$ cat src/rtl/updown_count_ctrl_if.sv
// Requester-side handshake bundle for updown_count_ctrl: two valid/ready target ports.
interface updown_count_ctrl_if #(
  parameter int WIDTH = 4
);
  logic             req0_valid;
  logic [WIDTH-1:0] req0_target;
  logic             req0_ready;
  logic             req1_valid;
  logic [WIDTH-1:0] req1_target;
  logic             req1_ready;

  modport master (
    output req0_valid, req0_target, req1_valid, req1_target,
    input  req0_ready, req1_ready
  );

  modport slave (
    input  req0_valid, req0_target, req1_valid, req1_target,
    output req0_ready, req1_ready
  );
endinterface

$ cat src/rtl/updown_count_ctrl.sv
// Steers an external up/down counter to targets from two round-robin requesters.
// Optional job watchdog enabled by defining CNT_CTRL_TIMEOUT_EN.
module updown_count_ctrl #(
  parameter int WIDTH       = 4,
  parameter int TIMEOUT_CYC = 64
) (
  input  logic                 clk,
  input  logic                 reset,
  updown_count_ctrl_if.slave   req,
  input  logic                 clr,
  output logic                 cnt_up,
  output logic                 cnt_down,
  output logic                 cnt_reset,
  input  logic [WIDTH-1:0]     cnt_value,
  output logic                 busy,
  output logic                 done,
  output logic                 done_id,
  output logic                 timeout
);

  typedef enum logic [1:0] {
    IDLE = 2'd0,
    CMP  = 2'd1,
    WAIT = 2'd2,
    DONE = 2'd3
  } state_t;

  state_t           state_r, state_s;
  logic [WIDTH-1:0] target_r;
  logic             idx_r;
  logic             rr_r;      // 1: req1 has priority on the next contested grant
  logic             grant_s;
  logic             accept_s;
  logic             rdy0_s, rdy1_s;
  logic             up_s, down_s, rst_s;

`ifdef CNT_CTRL_TIMEOUT_EN
  localparam int TW = $clog2(TIMEOUT_CYC + 1);
  logic [TW-1:0] tmo_cnt_r;
  logic          tmo_flag_r;
  logic          tmo_hit_s;
  logic          tmo_expired_s;

  assign tmo_expired_s = (tmo_cnt_r == TW'(TIMEOUT_CYC - 1));
`endif

  // Next-state, grant and counter-pulse decode; reset suppresses every strobe.
  always_comb begin
    state_s  = state_r;
    grant_s  = 1'b0;
    accept_s = 1'b0;
    rdy0_s   = 1'b0;
    rdy1_s   = 1'b0;
    up_s     = 1'b0;
    down_s   = 1'b0;
    rst_s    = 1'b0;
`ifdef CNT_CTRL_TIMEOUT_EN
    tmo_hit_s = 1'b0;
`endif
    if (reset) begin
      state_s = IDLE;
    end else begin
      case (state_r)
        IDLE: begin
          if (clr) begin
            rst_s = 1'b1;
          end else if (req.req0_valid || req.req1_valid) begin
            accept_s = 1'b1;
            state_s  = CMP;
            if (req.req0_valid && (!req.req1_valid || !rr_r)) begin
              grant_s = 1'b0;
              rdy0_s  = 1'b1;
            end else begin
              grant_s = 1'b1;
              rdy1_s  = 1'b1;
            end
          end else begin
            state_s = IDLE;
          end
        end
        CMP: begin
`ifdef CNT_CTRL_TIMEOUT_EN
          if (tmo_expired_s) begin
            state_s   = DONE;
            tmo_hit_s = 1'b1;
          end else
`endif
          if (cnt_value == target_r) begin
            state_s = DONE;
          end else if (cnt_value < target_r) begin
            up_s    = 1'b1;
            state_s = WAIT;
          end else begin
            down_s  = 1'b1;
            state_s = WAIT;
          end
        end
        WAIT: begin
`ifdef CNT_CTRL_TIMEOUT_EN
          if (tmo_expired_s) begin
            state_s   = DONE;
            tmo_hit_s = 1'b1;
          end else
`endif
          begin
            state_s = CMP;
          end
        end
        DONE: begin
          state_s = IDLE;
        end
        default: begin
          state_s = IDLE;
        end
      endcase
    end
  end

  // State register plus job context latched at the accepting handshake.
  always_ff @(posedge clk) begin
    if (reset) begin
      state_r  <= IDLE;
      target_r <= '0;
      idx_r    <= 1'b0;
      rr_r     <= 1'b0;
    end else begin
      state_r <= state_s;
      if (accept_s) begin
        target_r <= grant_s ? req.req1_target : req.req0_target;
        idx_r    <= grant_s;
        rr_r     <= ~grant_s;
      end else begin
        target_r <= target_r;
        idx_r    <= idx_r;
        rr_r     <= rr_r;
      end
    end
  end

`ifdef CNT_CTRL_TIMEOUT_EN
  // Watchdog counts cycles spent in CMP/WAIT; flag marks a job ended by expiry.
  always_ff @(posedge clk) begin
    if (reset) begin
      tmo_cnt_r  <= '0;
      tmo_flag_r <= 1'b0;
    end else if (state_r == IDLE) begin
      tmo_cnt_r  <= '0;
      tmo_flag_r <= 1'b0;
    end else if (state_r == CMP || state_r == WAIT) begin
      tmo_cnt_r  <= tmo_cnt_r + TW'(1);
      tmo_flag_r <= tmo_hit_s;
    end else begin
      tmo_cnt_r  <= tmo_cnt_r;
      tmo_flag_r <= tmo_flag_r;
    end
  end

  assign timeout = (state_r == DONE) && tmo_flag_r;
`else
  logic unused_tmo_cfg;
  assign unused_tmo_cfg = (TIMEOUT_CYC > 0);
  assign timeout        = 1'b0;
`endif

  assign req.req0_ready = rdy0_s;
  assign req.req1_ready = rdy1_s;
  assign cnt_up         = up_s;
  assign cnt_down       = down_s;
  assign cnt_reset      = rst_s;
  assign busy           = (state_r != IDLE);
  assign done           = (state_r == DONE);
  assign done_id        = (state_r == DONE) ? idx_r : 1'b0;

endmodule

$ cat src/flat_wrapper.sv
// flat-port wrapper written by rule: the top's interface ports become plain ports
module updown_count_ctrl_flat 
#(
  parameter int WIDTH       = 4,
  parameter int TIMEOUT_CYC = 64
)
  (clk, reset, clr, cnt_up, cnt_down, cnt_reset, cnt_value, busy, done, done_id, timeout, req_req0_valid, req_req0_target, req_req1_valid, req_req1_target, req_req0_ready, req_req1_ready);
  updown_count_ctrl_if #(.WIDTH(WIDTH)) req_i ();
  input  logic clk;
  input  logic reset;
  input  logic clr;
  output logic cnt_up;
  output logic cnt_down;
  output logic cnt_reset;
  input  logic [WIDTH-1:0] cnt_value;
  output logic busy;
  output logic done;
  output logic done_id;
  output logic timeout;
  input wire logic [$bits(req_i.req0_valid)-1:0] req_req0_valid;
  input wire logic [$bits(req_i.req0_target)-1:0] req_req0_target;
  input wire logic [$bits(req_i.req1_valid)-1:0] req_req1_valid;
  input wire logic [$bits(req_i.req1_target)-1:0] req_req1_target;
  output wire logic [$bits(req_i.req0_ready)-1:0] req_req0_ready;
  output wire logic [$bits(req_i.req1_ready)-1:0] req_req1_ready;
  assign req_i.req0_valid = req_req0_valid;
  assign req_i.req0_target = req_req0_target;
  assign req_i.req1_valid = req_req1_valid;
  assign req_i.req1_target = req_req1_target;
  assign req_req0_ready = req_i.req0_ready;
  assign req_req1_ready = req_i.req1_ready;
  updown_count_ctrl #(.WIDTH(WIDTH), .TIMEOUT_CYC(TIMEOUT_CYC)) u_core (.clk(clk), .reset(reset), .req(req_i), .clr(clr), .cnt_up(cnt_up), .cnt_down(cnt_down), .cnt_reset(cnt_reset), .cnt_value(cnt_value), .busy(busy), .done(done), .done_id(done_id), .timeout(timeout));
endmodule
$ cat config.mk
export PLATFORM = sky130hd
export DESIGN_NAME = updown_count_ctrl_flat
export DESIGN_NICKNAME = d
export VERILOG_FILES = /design/src/rtl/updown_count_ctrl_if.sv /design/src/rtl/updown_count_ctrl.sv /design/src/flat_wrapper.sv
export SDC_FILE = /design/constraint.sdc
export NUM_CORES = 1
export LEC_CHECK = 0
export BUFFER_PORTS_ARGS = -buffer_cell sky130_fd_sc_hd__buf_2
export CORE_AREA = 2 2 39 41
export CTS_CLUSTER_SIZE = 16
export DETAILED_ROUTE_END_ITERATION = 12
export DIE_AREA = 0 0 41 43
export PLACE_DENSITY = 0.71
export SLEW_MARGIN = 25
export SYNTH_ARGS = -nofsm -noshare
export SYNTH_HDL_FRONTEND = slang
export SYNTH_SLANG_ARGS = --single-unit
$ cat constraint.sdc
create_clock -name clk -period 4.14 [get_ports clk]
set_input_delay 0.828 -clock clk [delete_from_list [all_inputs] [get_ports clk]]
set_output_delay 0.828 -clock clk [all_outputs]
set_load 0.02 [all_outputs]
## Yosys cells after proc, flatten, opt, wreduce, memory -nomap -nowiden

Index checks and enable logic that the tools add are counted.
W data, S select, Z words.

- Word-level logic and storage cells: 49
- Input port bits: 17
- Flip-flop bits (word level): 8
- Output and inout port bits: 9

- Order comparisons: 1
- Bitwise logic cells: 1
- Muxes and demuxes: 31
- Equality and inequality tests: 5
- Reductions and logical operators: 7

Operators with widths:

| operator | count |
|---|---|
| $mux W1 | 28 |
| $pmux W2 S4 | 1 |
| $eq A2 B2 Y1 const B | 2 |
| $eq A4 B4 Y1 | 1 |
| $lt A4 B4 Y1 | 1 |
| $mux W4 | 1 |
| $eq A2 B1 Y1 const B | 1 |
| $logic_not A1 Y1 | 2 |
| $logic_not A2 Y1 | 1 |
| $logic_or A1 B1 Y1 | 2 |
| $mux W2 | 1 |
| $ne A2 B2 Y1 const B | 1 |
| $reduce_bool A2 Y1 | 1 |
| $logic_and A1 B1 Y1 | 1 |
| $not A1 Y1 | 1 |

## Longest topological paths before layout

- Depth after elaboration: 9
- Depth in mapped cells: 5
- Depth with buffers taken out: 5

## Worst setup path after synthesis

No wires, ideal clock.

- Kind: input port to output port
- Start: input clr
- End: output req_req1_ready
- Arrival time: 1.802 ns
- Stages on the path: 2
- Setup slack: 1.510 ns
- Required time: 3.312 ns
- Path buffers: 0
- Cells stage by stage: or4_4 > nor3_1

- Word-level cells in the longest chain between the ends: 3

Ends and longest elaborated chain:

| item | line | text |
|---|---|---|
| from (decl) | flat_wrapper.sv:11 | `input logic clr;` |
| $mux W1 | updown_count_ctrl.sv:65 | `if (clr) begin` |
| $mux W1 | updown_count_ctrl.sv:63 | `case (state_r)` |
| $mux W1 | updown_count_ctrl.sv:60 | `if (reset) begin` |
| to (decl) | flat_wrapper.sv:25 | `output wire logic [$bits(req_i.req1_ready)-1:0] req_req1_ready;` |

Every way passes these cells.

## Worst setup path after layout

- Start: input cnt_value[1]
- End: output cnt_up

- Word-level cells in the longest chain between the ends: 5
- Elaborated cells on any way between the ends: 6
- Classes of those cells: order compare (1); eq/ne (1); mux (4)

Ends and longest elaborated chain:

| item | line | text |
|---|---|---|
| from (decl) | flat_wrapper.sv:15 | `input logic [WIDTH-1:0] cnt_value;` |
| $lt A4 B4 Y1 | updown_count_ctrl.sv:90 | `end else if (cnt_value < target_r) begin` |
| $mux W1 | updown_count_ctrl.sv:90 |  |
| $mux W1 (*) | updown_count_ctrl.sv:88 | `if (cnt_value == target_r) begin` |
| $mux W1 (*) | updown_count_ctrl.sv:63 |  |
| $mux W1 (*) | updown_count_ctrl.sv:60 |  |
| to (decl) | flat_wrapper.sv:12 | `output logic cnt_up;` |

Mark *: on every way between the ends. The rest lies on a longest branch, timed or not.

==> impl_metrics.ini <==
[clock_network]
cts_buffer_depth = 2
post-cts-setup-buffer-count = 0
cts_resized = 0
worstSkewPairLatency_ns = 0.25
cts.htree.levels = 1
root_buffer = clkbuf_4
cts_buffers = 3
clk_pin_slew_ns = 0.05
hold_buffers = 0
tritoncts = done
clkSinkCount = 8

[logic_synthesis]
ys_seq_elements = 8
synth_largest_area_cell = dfxtp_1
ys.flop_type = dfxtp_1
synth_compound_area_frac = 0.219
synth_top_family_by_area = simple AND/OR/NAND/NOR gates
synth_xor_area_frac = 0
seq_area_frac_synth = 0.298
synth_area_leaders = dfxtp_1 30%, ha_1 9.3%, a21oi_1 6.5%
syn_nets = 84
synth.distinct_cells = 30
muxShareOfSynthArea = 0
synthSimpleGateAreaFrac = 0.326
ys_warn_count = 0
netlist_area_um2 = 538
synth_edf_count = 0
synth_adder_area_share = 0.0930
syn_inst = 63
netlist.area_leader.share = 0.298
async_flop_share = 0
avgSynthCellArea_um2 = 8.54

[route]
finalWirelength_mm = 1.22
vias = 558
first_pass_iters = 2
viasPerCell = 5.37
wl_per_cell_um = 11.7
first_iter_violations = 6
drc = 0
ant_nets = 0

[cells_and_area]
seq_area_um2 = 160
area_growth_pct = 27.9
multi_input_comb_area_um2 = 347
nFillCells = 150
fin_nets = 111
antenna_cells = 0
fin_util = 0.497
fin_area_um2 = 688
final_cells = 104
drive_gt1_frac = 0.420

[grt]
grt.overflow.total = 0
grt_pass1_vias = 474
grtUsageTotal = 0.162
antenna_found_initial = 0
grt_max_degree = 12
grt_pass1_wl_mm = 1.88

[place]
dp_hpwl_um = 969
gp_congestion = 0.821
place_area_um2 = 666
dp.cells = 101
port_buffers = 24

[power]
power_density_nw_per_um2 = 289
max-vdd-ir-drop_v = 0.000150
p_leak_uw = 0.000325

[sta]
rsz0062_at_grt = false
fin_worst_skew_ns = 0.000417
fin_setup_tns_ns = 0
fin_crit_ns = 2.69
period_share = 0.649
hold_viol = 0
finalMaxSlewViolations = 0
setup_viol = 0
clock.fmax_mhz = 372

[hold_path]
min_path_type = reg -> reg

[worst_setup_path]
crit_path_frequent_cell = buf_2
cp_top_family = simple AND/OR/NAND/NOR gates
path_max_fanout = 2
crit_chain = buf_2, ha_1, nor2b_1, o211ai_1, and3b_1, buf_2
criticalPathCategory = in -> out
crit_path_top_delay_cell = ha_1
required_ns = 3.31
cp.buffers_inverters = 2
cp_slowest_stage_delay_ns = 0.29
end_kind = output port
worstPathArrival_ns = 1.86
startpoint_type = input pin

[run]
max-cap-violations = 0

[floorplan]
die_area_um2 = 1760
num_rows = 14
die_height_um = 43
io_pins = 26
core_area_um2 = 1380
fp.dieW_um = 41
start_util = 0.389

[run_status]
status = finished clean
area by class of cell:
class,instances,area share
tap,16,0.0291
clock buffer,3,0.0327
inverter,5,0.0273
sequential,8,0.233
multi-input combinational,48,0.504
timing repair buffer,24,0.175
worst min-delay path, delay by kind of cell (launching register included):
| family | cells | cell delay (ns) |
|---|---|---|
| DFF | 1 | 0.32 |
| AOI/OAI and AO/OA | 2 | 0.13 |
routing by layer:
metal / vias up / wire length [um] / share of wire / track usage
met1: 249 / 574 / 0.47 / 0.192
li1: 283 / - / - / -
met2: 22 / 522 / 0.43 / 0.234
met5: - / 0 / 0 / 0
met3: 4 / 86 / 0.070 / 0.0314
met4: 0 / 38 / 0.031 / 0.140
flip-flops by register name, indices dropped and copies added, names as in the netlist:
name,cells
u_core.target_r,4
u_core.state_r,2
u_core.idx_r,1
u_core.rr_r,1
cell families (layout without fill, tap and decap cells):
kind of cell | after synthesis | after routing
and+or+nand+nor | 26 | 26
other | 1 | 1
buffers and inverters | 7 | 32
AOI/OAI and AO/OA | 17 | 17
DFF | 8 | 8
adders and majority gates | 4 | 4
cell usage after synthesis (2+ instances only):
cell and n:
dfxtp_1 8, a311oi_1 2, nor3_1 2, nand4_1 3
o311ai_0 2, inv_1 5, ha_1 4, or2_2 2
a21oi_1 7, nor3b_1 2, nand3_1 2, nand2_1 6
cells in the final DEF (no fill, tap or decap), types with 2 or more instances in the layout:
cell      synthesis  routed
a21oi_1           7       7
dfxtp_1           8       8
a311oi_1          2       2
o311ai_0          2       2
clkbuf_4          0       3
nand2_1           6       6
nor3_1            2       2
nor3b_1           2       2
ha_1              4       4
buf_2             1      24
or2_2             2       2
nand4_1           3       3
nand3_1           2       2
inv_1             5       5
power breakdown:
group          internal, uW  leakage (uW)  switching, uW
Clock                  33.2     0.0000138           27.0
Sequential             82.6     0.0000656           4.52
Combinational          23.4      0.000245           28.5
path summary, 6_finish.rpt:
check	startpoint	end	slack, ns	cells past startpoint
worst min register to register	u_core.rr_r	u_core.rr_r	0.50	2
worst max-delay path	cnt_value[1]	cnt_up	1.45	6
worst max register to register	u_core.target_r[3]	u_core.state_r[0]	2.67	5
worst min-delay path	u_core.rr_r	u_core.rr_r	0.50	2
through the flow:
step	power, uW	setup slack, ns	hold WS (ns)
final	199	1.45	0.502
after global routing	212	1.36	0.537
after CTS	201	1.45	0.502
after detailed placement	141	1.45	0.488
after global placement	139	1.49	0.495
after floorplan	123	1.51	0.468
No activity file was read; power rests on OpenSTA's default activity.
